## config.mk

```make
export PLATFORM = sky130hd
export DESIGN_NAME = ps2_host_tx
export DESIGN_NICKNAME = d
export VERILOG_FILES = /design/src/rtl/ps2_pkg.sv /design/src/rtl/ps2_sync_edge.sv /design/src/rtl/ps2_host_tx.sv
export SDC_FILE = /design/constraint.sdc
export NUM_CORES = 1
export LEC_CHECK = 0
export ABC_CLOCK_PERIOD_IN_PS = 6800
export BUFFER_PORTS_ARGS = -buffer_cell sky130_fd_sc_hd__buf_2
export CORE_ASPECT_RATIO = 0.7
export CORE_MARGIN = 1
export CORE_UTILIZATION = 40
export DETAILED_ROUTE_END_ITERATION = 8
export PLACE_DENSITY = 0.58
export SLEW_MARGIN = 20
export SYNTH_ARGS = -nofsm -noshare
export SYNTH_HDL_FRONTEND = slang
export SYNTH_SLANG_ARGS = --single-unit
```

## constraint.sdc

```tcl
create_clock -name CLOCK_50 -period 6.8 [get_ports CLOCK_50]
set_input_delay 1.02 -clock CLOCK_50 [delete_from_list [all_inputs] [get_ports CLOCK_50]]
set_output_delay 1.02 -clock CLOCK_50 [all_outputs]
set_load 0.02 [all_outputs]
```

## src/rtl/ps2_pkg.sv

```systemverilog
// Shared types and constants for the PS/2 host transmit and receive paths.
package ps2_pkg;

  typedef enum logic [2:0] {
    IDLE      = 3'd0,
    INHIBIT   = 3'd1,
    REQ       = 3'd2,
    BITS      = 3'd3,
    ACK       = 3'd4,
    WAIT_IDLE = 3'd5
  } ps2_state_e;

  localparam logic [7:0] CMD_SET_LEDS = 8'hED;
  localparam logic [7:0] CMD_RESET    = 8'hFF;
  localparam logic [7:0] CMD_ECHO     = 8'hEE;

  localparam logic [7:0] RSP_ACK      = 8'hFA;
  localparam logic [7:0] RSP_RESEND   = 8'hFE;

  localparam logic [3:0] LAST_BIT_IDX = 4'd9;
  localparam logic [3:0] PAR_BIT_IDX  = 4'd8;

  // Odd parity bit: makes the total number of ones (data + parity) odd.
  function automatic logic odd_parity(input logic [7:0] d);
    return ~^d;
  endfunction

endpackage

```

## src/rtl/ps2_sync_edge.sv

```systemverilog
// Synchronizes raw PS2_CLK/PS2_DAT and flags synchronized clock falling edges.
module ps2_sync_edge #(
  parameter int unsigned SYNC_STAGES = 2
) (
  input  logic clk_i,
  input  logic rst_ni,
  input  logic clk_raw_i,
  input  logic dat_raw_i,
  output logic clk_s_o,
  output logic dat_s_o,
  output logic fall_o
);

  logic [SYNC_STAGES-1:0] clk_sync_q;
  logic [SYNC_STAGES-1:0] dat_sync_q;
  logic                   clk_prev_q;

  // Shift chains reset to the idle (released, pulled-up) bus level.
  always_ff @(posedge clk_i or negedge rst_ni) begin
    if (!rst_ni) begin
      clk_sync_q <= '1;
      dat_sync_q <= '1;
      clk_prev_q <= 1'b1;
    end else begin
      clk_sync_q <= SYNC_STAGES'({clk_sync_q, clk_raw_i});
      dat_sync_q <= SYNC_STAGES'({dat_sync_q, dat_raw_i});
      clk_prev_q <= clk_s_o;
    end
  end

  assign clk_s_o = clk_sync_q[SYNC_STAGES-1];
  assign dat_s_o = dat_sync_q[SYNC_STAGES-1];
  assign fall_o  = clk_prev_q & ~clk_s_o;

endmodule

```

## src/rtl/ps2_host_tx.sv

```systemverilog
// Host-to-device PS/2 command transmitter; drives the open-drain lines via oe outputs only.
module ps2_host_tx
  import ps2_pkg::*;
#(
  parameter int unsigned INHIBIT_CYCLES = 6000,
  parameter int unsigned TIMEOUT_CYCLES = 750000,
  parameter int unsigned SYNC_STAGES    = 2
) (
  input  logic       CLOCK_50,
  input  logic       resetn,
  input  logic [7:0] cmd_data,
  input  logic       cmd_valid,
  output logic       cmd_ready,
  input  logic       ps2_clk_in,
  input  logic       ps2_dat_in,
  output logic       ps2_clk_oe,
  output logic       ps2_dat_oe,
  output logic       busy,
  output logic       done,
  output logic       error,
  output logic       ack_ok
);

  localparam int unsigned CNT_MAX = (TIMEOUT_CYCLES > INHIBIT_CYCLES) ? TIMEOUT_CYCLES
                                                                      : INHIBIT_CYCLES;
  localparam int unsigned CNT_W   = $clog2(CNT_MAX + 1);

  ps2_state_e       state_q, state_d;
  logic [CNT_W-1:0] cnt_q, cnt_d;
  logic [3:0]       bit_cnt_q, bit_cnt_d;
  logic [7:0]       data_q, data_d;
  logic             par_q, par_d;
  logic             ack_q, ack_d;

  logic clk_oe_q, clk_oe_d;
  logic dat_oe_q, dat_oe_d;
  logic ready_q, ready_d;
  logic busy_q, busy_d;
  logic done_q, done_d;
  logic error_q, error_d;
  logic ack_ok_q, ack_ok_d;

  logic clk_s, dat_s, fall;
  logic watched_c, timeout_c, fin_ok_c, fin_err_c, cur_bit_c;

  ps2_sync_edge #(.SYNC_STAGES(SYNC_STAGES)) u_sync (
    .clk_i     (CLOCK_50),
    .rst_ni    (resetn),
    .clk_raw_i (ps2_clk_in),
    .dat_raw_i (ps2_dat_in),
    .clk_s_o   (clk_s),
    .dat_s_o   (dat_s),
    .fall_o    (fall)
  );

  // State, datapath and registered outputs.
  always_ff @(posedge CLOCK_50 or negedge resetn) begin
    if (!resetn) begin
      state_q   <= IDLE;
      cnt_q     <= '0;
      bit_cnt_q <= '0;
      data_q    <= '0;
      par_q     <= 1'b0;
      ack_q     <= 1'b0;
      clk_oe_q  <= 1'b0;
      dat_oe_q  <= 1'b0;
      ready_q   <= 1'b1;
      busy_q    <= 1'b0;
      done_q    <= 1'b0;
      error_q   <= 1'b0;
      ack_ok_q  <= 1'b0;
    end else begin
      state_q   <= state_d;
      cnt_q     <= cnt_d;
      bit_cnt_q <= bit_cnt_d;
      data_q    <= data_d;
      par_q     <= par_d;
      ack_q     <= ack_d;
      clk_oe_q  <= clk_oe_d;
      dat_oe_q  <= dat_oe_d;
      ready_q   <= ready_d;
      busy_q    <= busy_d;
      done_q    <= done_d;
      error_q   <= error_d;
      ack_ok_q  <= ack_ok_d;
    end
  end

  // Next state; the watchdog counter restarts on every device clock fall.
  always_comb begin
    state_d   = state_q;
    cnt_d     = cnt_q;
    bit_cnt_d = bit_cnt_q;
    data_d    = data_q;
    par_d     = par_q;
    ack_d     = ack_q;
    fin_ok_c  = 1'b0;
    fin_err_c = 1'b0;

    watched_c = (state_q == REQ) || (state_q == BITS) ||
                (state_q == ACK) || (state_q == WAIT_IDLE);
    timeout_c = watched_c && !fall && (cnt_q == CNT_W'(TIMEOUT_CYCLES - 1));

    if (watched_c) begin
      cnt_d = fall ? '0 : cnt_q + CNT_W'(1);
    end

    unique case (state_q)
      IDLE: begin
        cnt_d     = '0;
        bit_cnt_d = '0;
        if (cmd_valid && ready_q) begin
          data_d  = cmd_data;
          par_d   = odd_parity(cmd_data);
          state_d = INHIBIT;
        end
      end
      INHIBIT: begin
        if (cnt_q == CNT_W'(INHIBIT_CYCLES - 1)) begin
          cnt_d   = '0;
          state_d = REQ;
        end else begin
          cnt_d = cnt_q + CNT_W'(1);
        end
      end
      REQ: begin
        if (fall) begin
          bit_cnt_d = '0;
          state_d   = BITS;
        end
      end
      BITS: begin
        if (fall) begin
          if (bit_cnt_q == LAST_BIT_IDX) begin
            ack_d   = ~dat_s;
            state_d = ACK;
          end else begin
            bit_cnt_d = bit_cnt_q + 4'd1;
          end
        end
      end
      ACK: state_d = WAIT_IDLE;
      WAIT_IDLE: begin
        if (clk_s && dat_s) begin
          fin_ok_c  = ack_q;
          fin_err_c = ~ack_q;
          state_d   = IDLE;
        end
      end
      default: state_d = IDLE;
    endcase

    if (timeout_c) begin
      state_d   = IDLE;
      cnt_d     = '0;
      fin_ok_c  = 1'b0;
      fin_err_c = 1'b1;
    end
  end

  // Output values for the coming cycle, derived from the next state.
  always_comb begin
    clk_oe_d  = 1'b0;
    dat_oe_d  = 1'b0;
    cur_bit_c = (bit_cnt_d == PAR_BIT_IDX) ? par_d : data_d[bit_cnt_d[2:0]];

    unique case (state_d)
      INHIBIT: begin
        clk_oe_d = 1'b1;
        dat_oe_d = (cnt_d == CNT_W'(INHIBIT_CYCLES - 1));
      end
      REQ:     dat_oe_d = 1'b1;
      BITS:    dat_oe_d = (bit_cnt_d <= PAR_BIT_IDX) ? ~cur_bit_c : 1'b0;
      default: dat_oe_d = 1'b0;
    endcase

    busy_d   = (state_d != IDLE);
    ready_d  = ~busy_d;
    done_d   = fin_ok_c;
    error_d  = fin_err_c;
    ack_ok_d = (fin_ok_c || fin_err_c) ? fin_ok_c : ack_ok_q;
  end

  assign ps2_clk_oe = clk_oe_q;
  assign ps2_dat_oe = dat_oe_q;
  assign cmd_ready  = ready_q;
  assign busy       = busy_q;
  assign done       = done_q;
  assign error      = error_q;
  assign ack_ok     = ack_ok_q;

endmodule
```

==> results.md <==
- Ant diodes: 0
- Dominant synthesized flop cell: dfrtp_1
- Reg power frac: roughly 46%
- Synth cell types: 63
- Clock root cell: clkbuf_8
- Placer Congestion: 0.8449
- Max cap viols: 0
- Clk network pwr share: roughly 31%
- Routed len/inst: approximately 17 um
- Clock latency on the worst-skew pair: 0.31 ns
- Clock sinks: 49
- Comb power frac: between 20% and 30%
- Die Area: 7866 um^2
- Hpwl dp: approximately 5500 um
- PortBufs: 19
- Slew margin rel.: 50.39%
- Largest net degree at the start of global routing: 50
- Pleak: between 1 and 1.5 nW
- FF+latch count, synth: about 50
- RSZ-0062 raised after global routing: false
- Nets: roughly 360
- Leading cell types in the layout, fill and taps excluded: dfrtp_1 (43), nand2_1 (33), nor2_1 (25), a21oi_1 (21), buf_2 (19)
- DP Worst Slack: around 3.4 ns
- Share of the clock period used by the worst path: between 50 and 60%
- Total routed wirelength: 7528 um
- Final setup fails: 0
- H-tree depth: 2
- Kind of critical path: reg -> reg
- Final setup TNS: 0 ns
- Final critical-path required period: roughly 3.5 ns
- Mapped cell area: between 3000 and 4000 um^2
- Slew Viols, Final: 0
- Fill cells: around 710
- Initial antenna violation count: 0
- Critical Path Sink Type: flop
- Area leader, netlist: dfrtp_1
- Final Worst Setup Slack: ~3.3 ns
- P_int: approximately 0.57 mW
- Final-report hold violation count: 0
- Number of buffers created by CTS: 5
- Number of global-route vias before repair: 2347
- VDD IR-drop max: 126.8 uV
- Ys async rst share: 100.0%
- Post-DRT Antenna Nets: 0
- Synth Area per Inst: just under 9 um^2
- Max Root-Sink Buffers: 2
- Post-synth EDFFs: 0
- Global route overflow: 0
- Worst Hold Class: reg -> reg
- Fin Clk Skew: 0.01140 ns
- Syn_nets: roughly 350
- Synth area leaders: dfrtp_1 (36%), dfstp_2 (5.2%), nand2_1 (4.1%)
- Post CTS Setup Buffer Count: 0
- GRT Total Usage: 21.00%
- CP max FO: 12
- Number of I/O pins: 20
- DRC Markers: 0
- Clock slew at reported path FFs: 0.10 ns
- Switch share: between 30% and 40%
- Most common cell after layout, fill and taps aside: dfrtp_1
- Synth warnings: 0
- Worst Tran Pin Value: ~0.73 ns
- Post-Synthesis Cells: about 340
- Routed via count: ~2.6k
- Sequential area share after synthesis: 41.07%
- Die Y: about 75 um
- Die W: around 110 um
- Top cell type's share of synthesized area: between 30% and 40%
- Worst Path Required: about 7 ns
- Status: finished clean
- Psw: 0.2504 mW
- # resized after CTS: 0
- CTS tree: done
- Initial DRC Count: 240
- Fraction of layout cells with a size suffix above 1: 15.85%
- Critical path data arrival time: ~3.7 ns
- First-pass GRT wire length: 12630 um
- Type of element launching the critical path: flop
- Row cnt: 26
- PD cells: around 250 nW/um^2
- Core ar.: roughly 7300 um^2
- Max Freq: 287.8 MHz
- Starting Density: 41.23%
- # hold bufs at CTS: 0
- First-pass DRT Iterations: 5
- Area delta synth->final: 9.871%
- Vias/cell: 5.793
==> cell type report <==
class	count	area, um^2	area share [%]
multi-input combinational	254	1637	49.58
sequential	49	1234	37.38
tap	98	122.6	3.715
timing repair buffer	22	117.6	3.563
clock buffer	5	68.82	2.085
clock inverter	3	68.82	2.085
inverter	14	52.55	1.592
==> stage by stage <==
step,util (%),total power [mW],hold slack (ns),area (um^2),std cells
6_report,45.30,0.8183,0.3594,3301,445
2_1_floorplan,-,0.5137,0.3452,3004,336
5_1_grt,45.30,0.8679,0.3627,3301,445
3_5_place_dp,43.41,0.5675,0.3476,3163,437
4_1_cts,45.30,0.8236,0.3621,3301,445
3_3_place_gp,43.41,0.5626,0.3463,3163,437
==> power by group through the flow <==
stage               clock network [mW]  logic (mW)  registers (mW)
floorplan                            0       0.142           0.372
global placement                     0       0.183           0.380
detailed placement                   0       0.186           0.382
CTS                              0.261       0.186           0.376
global route                     0.271       0.210           0.387
finish                           0.253       0.188           0.378
==> cells by family (layout without fill, tap and decap cells) <==
kind of cell               after synthesis  in the layout  share of synthesized area (%)
muxes                                   17             17                          6.039
and+or+nand+nor                        138            138                          25.16
xor gates and xnor gates                10             10                          2.916
adders and majority gates                3              3                          1.250
DFF                                     49             49                          41.07
buffers and inverters                   33             44                          4.457
AOI/OAI and AO/OA                       86             86                          19.12
==> sequential cells by signal, summed over array words and instances, names as in the netlist, 2 cells and up <==
signal,cells
cnt_q,20
data_q,8
bit_cnt_q,4
state_q,3
u_sync.clk_sync_q,2
u_sync.dat_sync_q,2
==> Yosys cell counts, drive strengths merged, types with 2 or more instances <==
| cell | n |
|---|---|
| buf | 5 |
| o21bai | 3 |
| ha | 3 |
| nand3b | 2 |
| a22o | 3 |
| o41ai | 2 |
| inv | 13 |
| nor2 | 25 |
| a41oi | 2 |
| a2111oi | 2 |
| nor2b | 4 |
| nand2b | 4 |
| and4b | 2 |
| or4b | 3 |
| or3 | 7 |
| o21a | 3 |
| nand4b | 2 |
| nor3b | 4 |
| and2 | 5 |
| o21ai | 21 |
| and4 | 4 |
| clkbuf | 14 |
| o31ai | 3 |
| dfrtp | 43 |
| nand4 | 8 |
| a21oi | 23 |
| nor3 | 6 |
| o2111ai | 2 |
| xnor2 | 9 |
| o211ai | 3 |
| mux2i | 8 |
| nand2 | 33 |
| mux2 | 9 |
| nor4 | 3 |
| nand3 | 16 |
| a22oi | 3 |
| dfstp | 6 |
| and3 | 6 |
| a211oi | 5 |
| a21o | 5 |
==> worst max-delay path, cell delays in order, from the launching register on <==
cell      delay [ns]
dfrtp_1         0.47
or4b_1          0.54
or4_1           0.56
o211ai_2        0.53
and2_1          0.34
or3_1           0.16
o21ai_2         0.06
or4b_4          0.50
o31ai_2         0.22
==> layer usage <==
metal / global-route usage (%) / routed length [um]
met5: 0 / 0
met4: 4.012 / 49
met3: 3.243 / 414
met2: 29.39 / 2916
met1: 33.81 / 4147
==> final timing paths <==
path / startpoint / to / slack, ns / cells past startpoint
max in group asynchronous: resetn / cnt_q[5] / 5.55 / 2
setup / recovery: cnt_q[4] / ps2_dat_oe / 3.33 / 8
setup reg to reg: cnt_q[4] / ps2_dat_oe / 3.33 / 8
min in group asynchronous: resetn / data_q[7] / 0.79 / 2
hold / removal: u_sync.clk_sync_q[0] / u_sync.clk_sync_q[1] / 0.36 / 0
hold reg to reg: u_sync.clk_sync_q[0] / u_sync.clk_sync_q[1] / 0.36 / 0
Note: power is estimated with default switching activity, not from simulation.
